--- src/rtl/battleship_cfg_pkg.sv ---
// Shared types and constants for the ship-count configuration block and its
// button front-end.
package battleship_cfg_pkg;

    typedef enum logic [1:0] {
        WAIT_PRESS   = 2'd0,
        WAIT_RELEASE = 2'd1,
        DONE         = 2'd2
    } cfgState_t;

    localparam int MAX_SHIPS_DEF = 5;
    localparam int MIN_SHIPS_DEF = 1;

    function automatic int cnt_width(input int maxShips);
        return $clog2(maxShips + 1);
    endfunction

    function automatic int player_width(input int numPlayers);
        return (numPlayers > 1) ? $clog2(numPlayers) : 1;
    endfunction

endpackage

--- src/rtl/ship_count_config_if.sv ---
// Board-side signal bundle of ship_count_config: switches/button/restart in,
// latched per-player counts and status out, plus FSM/debounce visibility.
interface ship_count_config_if
    import battleship_cfg_pkg::*;
#(
    parameter int MAX_SHIPS   = MAX_SHIPS_DEF,
    parameter int NUM_PLAYERS = 2
);
    localparam int CNT_W = cnt_width(MAX_SHIPS);
    localparam int PW    = player_width(NUM_PLAYERS);

    logic [CNT_W-1:0]             ship_count_in;
    logic                         select_btn;
    logic                         restart;
    logic [NUM_PLAYERS*CNT_W-1:0] ship_count;
    logic [NUM_PLAYERS-1:0]       count_valid;
    logic [PW-1:0]                current_player;
    logic                         range_error;
    logic                         select_done;
    cfgState_t                    fsmState;
    logic                         debounced;

    // No handshake: count_valid bits and select_done are sticky levels until
    // reset/restart; range_error is a one-cycle pulse per rejected press.
    modport master (
        output ship_count_in, select_btn, restart,
        input  ship_count, count_valid, current_player, range_error,
               select_done, fsmState, debounced
    );

    modport slave (
        input  ship_count_in, select_btn, restart,
        output ship_count, count_valid, current_player, range_error,
               select_done, fsmState, debounced
    );

endinterface

--- src/rtl/btn_debouncer.sv ---
// Two-flop synchroniser plus stability counter for a raw pushbutton; emits
// one-cycle rise/fall pulses on the same edge the debounced level toggles.
module btn_debouncer #(
    parameter int DEBOUNCE_CYCLES = 4
) (
    input  logic clk,
    input  logic clear,
    input  logic btnRaw,
    output logic rise,
    output logic fall,
    output logic level
);
    localparam int             CW   = $clog2(DEBOUNCE_CYCLES + 1);
    localparam logic [CW-1:0]  LAST = CW'(DEBOUNCE_CYCLES - 1);

    logic          syncA;
    logic          btnS;
    logic          primed;
    logic [CW-1:0] stableCnt;
    logic          differs;
    logic          expire;

    // Until primed, the counter measures a stable low instead, so a button
    // still held after clear never produces a rise ("release before reset").
    assign differs = primed ? (btnS != level) : !btnS;
    assign expire  = differs && (stableCnt == LAST);
    assign rise    = primed && expire && btnS;
    assign fall    = primed && expire && !btnS;

    always_ff @(posedge clk) begin
        if (clear) begin
            syncA     <= 1'b0;
            btnS      <= 1'b0;
            primed    <= 1'b0;
            level     <= 1'b0;
            stableCnt <= '0;
        end else begin
            syncA <= btnRaw;
            btnS  <= syncA;
            if (!differs) begin
                stableCnt <= '0;
            end else if (expire) begin
                stableCnt <= '0;
                if (primed) level  <= btnS;
                else        primed <= 1'b1;
            end else begin
                stableCnt <= stableCnt + CW'(1);
            end
        end
    end

endmodule

--- src/rtl/ship_count_config.sv ---
// Collects a debounced, range-checked ship count for each player in turn and
// raises select_done once every player has a latched count.
module ship_count_config
    import battleship_cfg_pkg::*;
#(
    parameter int MAX_SHIPS       = MAX_SHIPS_DEF,
    parameter int MIN_SHIPS       = MIN_SHIPS_DEF,
    parameter int NUM_PLAYERS     = 2,
    parameter int DEBOUNCE_CYCLES = 4,
    parameter int SAME_COUNT      = 0
) (
    input logic          clk,
    input logic          reset,
    ship_count_config_if.slave bus
);
    localparam int            CNT_W       = cnt_width(MAX_SHIPS);
    localparam int            PW          = player_width(NUM_PLAYERS);
    localparam logic [PW-1:0] LAST_PLAYER = PW'(NUM_PLAYERS - 1);

    cfgState_t                    state;
    logic [NUM_PLAYERS*CNT_W-1:0] shipCount;
    logic [NUM_PLAYERS-1:0]       countValid;
    logic [PW-1:0]                curPlayer;
    logic                         rangeError;
    logic                         selectDone;
    logic                         btnRise;
    logic                         btnFall;
    logic                         btnLevel;
    logic                         legal;

    btn_debouncer #(.DEBOUNCE_CYCLES(DEBOUNCE_CYCLES)) uDeb (
        .clk    (clk),
        .clear  (reset || bus.restart),
        .btnRaw (bus.select_btn),
        .rise   (btnRise),
        .fall   (btnFall),
        .level  (btnLevel)
    );

    assign legal = (bus.ship_count_in >= CNT_W'(MIN_SHIPS)) &&
                   (bus.ship_count_in <= CNT_W'(MAX_SHIPS));

    always_ff @(posedge clk) begin
        if (reset || bus.restart) begin
            state      <= WAIT_PRESS;
            shipCount  <= '0;
            countValid <= '0;
            curPlayer  <= '0;
            rangeError <= 1'b0;
            selectDone <= 1'b0;
        end else begin
            rangeError <= 1'b0;
            case (state)
                WAIT_PRESS: begin
                    if (btnRise) begin
                        if (!legal) begin
                            rangeError <= 1'b1;
                            state      <= WAIT_RELEASE;
                        end else if (SAME_COUNT != 0) begin
                            for (int p = 0; p < NUM_PLAYERS; p++)
                                shipCount[p*CNT_W +: CNT_W] <= bus.ship_count_in;
                            countValid <= '1;
                            selectDone <= 1'b1;
                            state      <= DONE;
                        end else begin
                            shipCount[curPlayer*CNT_W +: CNT_W] <= bus.ship_count_in;
                            countValid[curPlayer] <= 1'b1;
                            // The last player finishes here, so curPlayer never wraps.
                            if (curPlayer == LAST_PLAYER) begin
                                selectDone <= 1'b1;
                                state      <= DONE;
                            end else begin
                                curPlayer <= curPlayer + PW'(1);
                                state     <= WAIT_RELEASE;
                            end
                        end
                    end
                end
                WAIT_RELEASE: if (btnFall) state <= WAIT_PRESS;
                DONE:         state <= DONE;
                default:      state <= WAIT_PRESS;
            endcase
        end
    end

    assign bus.ship_count     = shipCount;
    assign bus.count_valid    = countValid;
    assign bus.current_player = curPlayer;
    assign bus.range_error    = rangeError;
    assign bus.select_done    = selectDone;
    assign bus.fsmState       = state;
    assign bus.debounced      = btnLevel;

endmodule

--- src/flat_wrapper.sv ---
// flat-port wrapper written by rule: the top's interface ports become plain ports
module ship_count_config_flat import battleship_cfg_pkg::*;
#(
    parameter int MAX_SHIPS       = MAX_SHIPS_DEF,
    parameter int MIN_SHIPS       = MIN_SHIPS_DEF,
    parameter int NUM_PLAYERS     = 2,
    parameter int DEBOUNCE_CYCLES = 4,
    parameter int SAME_COUNT      = 0
)
  (clk, reset, bus_ship_count_in, bus_select_btn, bus_restart, bus_ship_count, bus_count_valid, bus_current_player, bus_range_error, bus_select_done, bus_fsmState, bus_debounced);
  ship_count_config_if #(.MAX_SHIPS(MAX_SHIPS), .NUM_PLAYERS(NUM_PLAYERS)) bus_i ();
  input logic clk;
  input logic reset;
  input wire logic [$bits(bus_i.ship_count_in)-1:0] bus_ship_count_in;
  input wire logic [$bits(bus_i.select_btn)-1:0] bus_select_btn;
  input wire logic [$bits(bus_i.restart)-1:0] bus_restart;
  output wire logic [$bits(bus_i.ship_count)-1:0] bus_ship_count;
  output wire logic [$bits(bus_i.count_valid)-1:0] bus_count_valid;
  output wire logic [$bits(bus_i.current_player)-1:0] bus_current_player;
  output wire logic [$bits(bus_i.range_error)-1:0] bus_range_error;
  output wire logic [$bits(bus_i.select_done)-1:0] bus_select_done;
  output wire logic [$bits(bus_i.fsmState)-1:0] bus_fsmState;
  output wire logic [$bits(bus_i.debounced)-1:0] bus_debounced;
  assign bus_i.ship_count_in = bus_ship_count_in;
  assign bus_i.select_btn = bus_select_btn;
  assign bus_i.restart = bus_restart;
  assign bus_ship_count = bus_i.ship_count;
  assign bus_count_valid = bus_i.count_valid;
  assign bus_current_player = bus_i.current_player;
  assign bus_range_error = bus_i.range_error;
  assign bus_select_done = bus_i.select_done;
  assign bus_fsmState = bus_i.fsmState;
  assign bus_debounced = bus_i.debounced;
  ship_count_config #(.MAX_SHIPS(MAX_SHIPS), .MIN_SHIPS(MIN_SHIPS), .NUM_PLAYERS(NUM_PLAYERS), .DEBOUNCE_CYCLES(DEBOUNCE_CYCLES), .SAME_COUNT(SAME_COUNT)) u_core (.clk(clk), .reset(reset), .bus(bus_i));
endmodule
--- config.mk ---
export PLATFORM = sky130hd
export DESIGN_NAME = ship_count_config_flat
export DESIGN_NICKNAME = d
export VERILOG_FILES = /design/src/rtl/battleship_cfg_pkg.sv /design/src/rtl/ship_count_config_if.sv /design/src/rtl/btn_debouncer.sv /design/src/rtl/ship_count_config.sv /design/src/flat_wrapper.sv
export SDC_FILE = /design/constraint.sdc
export NUM_CORES = 1
export LEC_CHECK = 0
export ABC_AREA = 0
export BUFFER_PORTS_ARGS = -buffer_cell sky130_fd_sc_hd__buf_2
export CAP_MARGIN = 40
export CELL_PAD_IN_SITES_DETAIL_PLACEMENT = 1
export CELL_PAD_IN_SITES_GLOBAL_PLACEMENT = 1
export CORE_MARGIN = 3
export CORE_UTILIZATION = 41
export CTS_CLUSTER_DIAMETER = 40
export CTS_CLUSTER_SIZE = 14
export DETAILED_ROUTE_END_ITERATION = 16
export GPL_TIMING_DRIVEN = 0
export PLACE_DENSITY_LB_ADDON = 0.1
export SLEW_MARGIN = 30
export SYNTH_ARGS = -nofsm -noshare
export SYNTH_HDL_FRONTEND = slang
export SYNTH_SLANG_ARGS = --single-unit
--- constraint.sdc ---
create_clock -name clk -period 4.7 [get_ports clk]
set_input_delay 0.235 -clock clk [delete_from_list [all_inputs] [get_ports clk]]
set_output_delay 0.235 -clock clk [all_outputs]
set_load 0.005 [all_outputs]
[Yosys cells after proc, flatten, opt, wreduce, memory -nomap -nowiden]
Cells that the tools add are included.
Storage, ports and cells
  bits of input ports: 7
  output and inout bits: 14
  bits in registers: 20
  word-level logic and storage cells: 58
Cells by class
  reduce and logical (&&, ||, !) cells: 16
  multiply operators: 1
  bitwise gates (word level): 4
  multiplexer cells: 11
  $add $sub $neg: 3
  magnitude comparators: 4
  equality and inequality tests: 6
  shift operators: 2
Operators with widths (number)
  negation 3 -> 34 bit: 1
  variable shift 3 x 34 -> 6 bit (first input constant): 1
  indexed part select 3 x 34 -> 6 bit: 1
  two-way mux 2 bit: 4
  bitwise mux 6 bit: 1
  logical AND 1 bit: 6
  one-hot mux 2 bit (3 select lines): 1
  AND reduction 3 bit: 2
  OR reduction 3 bit: 2
  two-way mux 1 bit: 4
  inequality test 2 x 1 -> 1 bit (second input constant): 2
  AND reduction 2 bit: 2
  AND reduction 4 bit: 1
  adder 3 x 1 -> 3 bit (second input constant): 1
  == test 3 x 2 -> 1 bit (second input constant): 1
  >= comparator 3 x 1 -> 1 bit (second input constant): 1
  less-or-equal comparator 3 bit (second input constant): 1
  multiplier 1 x 2 -> 3 bit (second input constant): 1
  inverter 1 bit: 3
  == test 2 x 1 -> 1 bit (second input constant): 1
  == test 2 bit (second input constant): 1
  zero test 2 bit: 1
  less-than comparator 1 x 2 -> 1 bit (second input constant): 1
  bitwise OR 2 bit: 1
  6 further kinds: 6

[Logic depth before layout (Yosys ltp)]
  depth in word-level cells: 7
  mapped depth: 6
  gate-level depth less buffers: 5

[Hierarchy]
A second synthesis with hierarchy kept.
Unflattened totals
  cells, all modules: 78
  area, all modules: 805.8 µm²
By module, submodules not included
  ship_count_config: times used 1, cells an instance 52, seq. area each 260.2 µm², area an instance 531.8 µm²
  btn_debouncer: times used 1, cells an instance 26, seq. area each 140.1 µm², area an instance 274.0 µm²

[Worst setup path after synthesis]
No wires, ideal clock.
  path type: register -> register
  start: reg u_core.uDeb.stableCnt[0]
  end: reg u_core.shipCount[3], in the netlist u_core.bus.ship_count[3]
  data required time: 4.628 ns
  clock period less this slack: 1.521 ns
  data arrival time: 1.449 ns
  stages on the path, launching flop included: 7
  setup time: 0.072 ns
  slack: 3.179 ns
  buffers on the path: 1
  cell sequence: dfxtp_1 -> ha_1 -> ha_1 -> clkbuf_2 -> nand4b_4 -> nor4_4 -> mux2i_1
Between the ends
  cells in the longest elaborated chain, start to end: 5
RTL lines
  start, declared: line btn_debouncer.sv:19  | logic [CW-1:0] stableCnt;
  start signal, assigned: line btn_debouncer.sv:47  | stableCnt <= stableCnt + CW'(1);
  == test 3 x 2 -> 1 bit: line btn_debouncer.sv:26  | assign expire = differs && (stableCnt == LAST);
  logical AND 1 bit: line btn_debouncer.sv:26
  logical AND 1 bit (2 in series): line btn_debouncer.sv:27  | assign rise = primed && expire && btnS;
  AND reduction 3 bit (no source line)
  end signal, assigned by index: line ship_count_config.sv:61  | shipCount[p*CNT_W +: CNT_W] <= bus.ship_count_in;
  end signal, assigned by index: line ship_count_config.sv:66  | shipCount[curPlayer*CNT_W +: CNT_W] <= bus.ship_count_in;
  end, declared: line ship_count_config.sv:21  | logic [NUM_PLAYERS*CNT_W-1:0] shipCount;
Every way passes these cells.
A chain may end at the register's enable or synchronous reset.

[Final worst setup path]
Same ends and word-level chain as after synthesis.

==> impl_metrics.py <==
metrics = {
    "die": {
        "die_extent_in_y_um": 50.9,
        "initial_core_util_pct": 45.4,
        "die_x_um": 50.9,
        "design.die.area_sq_mm": 0.00259,
        "ioPinCount": 21,
        "coreArea_sq_mm": 0.00182,
        "placementRows": 15,
    },
    "detailed_routing": {
        "drt-total-wl_um": 1760,
        "routedLengthMet1_um": 827,
        "drt-initial-drc-count": 1,
        "drtPass1Iterations": 3,
        "post_drt_via_cell_ratio": 5.08,
        "dr.max_layer_used": "met4",
        "drt_drc_violations_left": 0,
        "routed-via-count": 665,
        "dr_wl_met3_um": 74,
        "post_drt_wl_per_cell_um": 13.4,
        "ant_nets": 0,
        "route.met2.wl_um": 846,
    },
    "critical_path": {
        "timing.critical_path.fanout_max": 8,
        "cp_data_arrival_time_ns": 1.95,
        "reg2reg_setup_slack_ns": 2.98,
        "regToRegStartpoint": "u_core.uDeb.stableCnt[0]",
        "worst_setup_path_start_kind": "register",
        "critical_path.reg2reg.endpoint": "u_core.bus.ship_count[3]",
        "cp_data_required_time_ns": 4.93,
        "crit_type": "reg2reg",
        "timing.critical_path.to_type": "register",
        "timing.reg2reg.worst_path_depth": 6,
    },
    "yosys": {
        "synth_area_per_cell_sq_um": 10.1,
        "synth.cell_area_sq_um": 826,
        "ys.flop_type": "sky130_fd_sc_hd__dfxtp_1",
        "synthCells": 82,
        "mappedNetlistNets": 91,
        "synthDistinctLibCells": 29,
        "asyncSetResetFlopFracSynth_pct": 0,
        "synth_seq_area_share_pct": 48.5,
        "synth-edff-count": 0,
        "synthesis.yosys.warnings": 0,
        "yosys_register_bits": 20,
    },
    "worst_hold_path": {
        "min_delay_worst_endpoint": "u_core.uDeb.syncA",
        "hold_path.startpoint": "bus_select_btn",
        "hold_path.class": "in2reg",
        "hold-path-cell-count": 2,
    },
    "cts": {
        "cts_hold_bufs": 0,
        "tritoncts.num_buffers": 3,
        "cts_repair_resize_count": 0,
        "cts_tree": "yes",
        "cts-root-buf": "sky130_fd_sc_hd__clkbuf_4",
        "max-clock-path-buffers": 2,
        "htree_levels": 1,
        "post-cts-setup-buffers": 0,
        "worst_path_clk_slew_ns": 0.12,
        "worstSkewPairLatency_ns": 0.30,
        "cts_sinks": 20,
    },
    "final_layout": {
        "layout_area_growth_over_synthesis_pct": 22.3,
        "final_nets": 116,
        "layout.cells.most_common_list": "20 x sky130_fd_sc_hd__buf_2, 20 x sky130_fd_sc_hd__dfxtp_1, 12 x sky130_fd_sc_hd__nand2_1",
        "final.fill_count": 223,
        "final-seq-area_sq_um": 400,
        "layout-drive-gt1-share_pct": 29.2,
        "area_of_the_multi_input_gates_sq_um": 394,
        "inserted_diodes": 0,
    },
    "global_routing": {
        "grtUsageTotal_pct": 14.9,
        "gr-total-overflow": 0,
        "grt_max_degree": 13,
        "first_global_vias": 640,
        "grt_first_pass_wirelength_um": 2880,
        "initial_antenna_violation_count": 0,
    },
    "sta": {
        "timing.final.max_slew_violations": 0,
        "fmax_mhz": 581,
        "unrepaired_setup_endpoints_after_global_routing": "false",
        "post-route-period-util_pct": 36.6,
        "total_negative_setup_slacks_ns": 0,
        "worst_slew_pin_slew_ns": 0.505,
        "slew_headroom_pct": 66.1,
        "layout_min_cycle_time_ns": 1.72,
        "setup_viol": 0,
        "final.setup_skew_ns": 0.00173,
        "total_count_of_hold_check_failures_in_the_final_report": 0,
    },
    "power_and_ir_drop": {
        "ir_drop_v": 0.000205,
        "powerDensity_mw_per_mm2": 322,
        "power.static_leakage_nw": 0.455,
        "totalPowerFinal_mw": 0.325,
    },
    "placement": {
        "post_detail_place_hpwl_um": 1300,
        "globalplace.congestion": 0.738,
        "io_buffer_count": 20,
    },
    "outcome": {
        "outcome": "finished clean",
    },
    "run": {
        "maxCapViolations": 0,
    },
}
[worst max-delay path by stage]
stage | from | end | slack [ns] | cells past startpoint
finish | u_core.uDeb.stableCnt[0] | u_core.bus.ship_count[3] | 2.98 | 6
global route | u_core.uDeb.stableCnt[0] | u_core.bus.ship_count[3] | 2.82 | 6
detailed placement | u_core.uDeb.stableCnt[0] | u_core.bus.ship_count[5] | 2.97 | 6
global placement | u_core.uDeb.stableCnt[0] | u_core.bus.ship_count[4] | 3.00 | 6
floorplan | u_core.uDeb.stableCnt[0] | u_core.bus.ship_count[3] | 3.18 | 6
CTS | u_core.uDeb.stableCnt[0] | u_core.bus.ship_count[3] | 2.94 | 6
[sequential cells by signal, indices dropped and copies added, names as in the netlist]
| signal | count |
|---|---|
| u_core.uDeb.stableCnt | 3 |
| u_core.uDeb.primed | 1 |
| u_core.uDeb.level | 1 |
| u_core.uDeb.syncA | 1 |
| u_core.uDeb.btnS | 1 |
| u_core.bus.range_error | 1 |
| u_core.bus.fsmState | 2 |
| u_core.bus.count_valid | 2 |
| u_core.bus.current_player | 1 |
| u_core.bus.select_done | 1 |
| u_core.bus.ship_count | 6 |
[critical path: stages (launching register included)]
cell and delay, ns:
sky130_fd_sc_hd__dfxtp_1 0.35, sky130_fd_sc_hd__ha_1 0.15, sky130_fd_sc_hd__ha_1 0.13, sky130_fd_sc_hd__clkbuf_2 0.20, sky130_fd_sc_hd__nand4b_4 0.15, sky130_fd_sc_hd__nor4_4 0.43, sky130_fd_sc_hd__mux2i_1 0.24
[metal layers]
| metal | track usage [%] | up-vias |
|---|---|---|
| met5 | 0 | - |
| met4 | 5.38 | 0 |
| met3 | 2.92 | 2 |
| met2 | 25.4 | 13 |
| met1 | 18.6 | 312 |
| li1 | - | 338 |
[through the flow]
stage,utilization (%),instances,instance area [sq um],setup WS [ns],hold slack (ns)
global route,55.5,131,1010,2.82,0.123
floorplan,-,82,826,3.18,0.357
CTS,55.5,131,1010,2.94,0.114
detailed placement,52.6,127,957,2.97,0.414
global placement,52.6,127,957,3.00,0.409
finish,55.5,131,1010,2.98,0.130
[report_power, final]
part,internal [mW],total [mW],switching [mW]
clock,0.0861,0.140,0.0543
combinational,0.00474,0.0132,0.00850
sequential,0.171,0.172,0.000747
[synth_stat cells (2+ instances only)]
| cell | count | area [sq um] |
|---|---|---|
| sky130_fd_sc_hd__nor4_1 | 2 | 12.5 |
| sky130_fd_sc_hd__nor3_1 | 2 | 10.0 |
| sky130_fd_sc_hd__ha_1 | 2 | 25.0 |
| sky130_fd_sc_hd__mux2i_1 | 6 | 60.1 |
| sky130_fd_sc_hd__nand2_1 | 12 | 45.0 |
| sky130_fd_sc_hd__a21oi_1 | 5 | 25.0 |
| sky130_fd_sc_hd__and2_1 | 2 | 12.5 |
| sky130_fd_sc_hd__nor2_1 | 4 | 15.0 |
| sky130_fd_sc_hd__clkbuf_1 | 2 | 7.51 |
| sky130_fd_sc_hd__inv_1 | 5 | 18.8 |
| sky130_fd_sc_hd__o21a_1 | 2 | 15.0 |
| sky130_fd_sc_hd__or2_2 | 2 | 12.5 |
| sky130_fd_sc_hd__dfxtp_1 | 20 | 400 |
[cells by family after synthesis]
kind of cell,share of synthesized area (%)
muxes,7.27
buffers and inverters,3.79
AOI/OAI and AO/OA,12.0
xor gates and xnor gates,1.06
and+or+nand+nor,24.4
adders and majority gates,3.03
DFF,48.5
[final cells by class]
class	instances	area share (%)
sequential	20	39.7
clock buffer	3	2.23
tap	25	3.10
timing repair buffer	20	9.91
buffer	3	1.24
multi-input combinational	54	39.0
clock inverter	1	2.97
inverter	5	1.86
No activity file was read; power rests on OpenSTA's default activity.
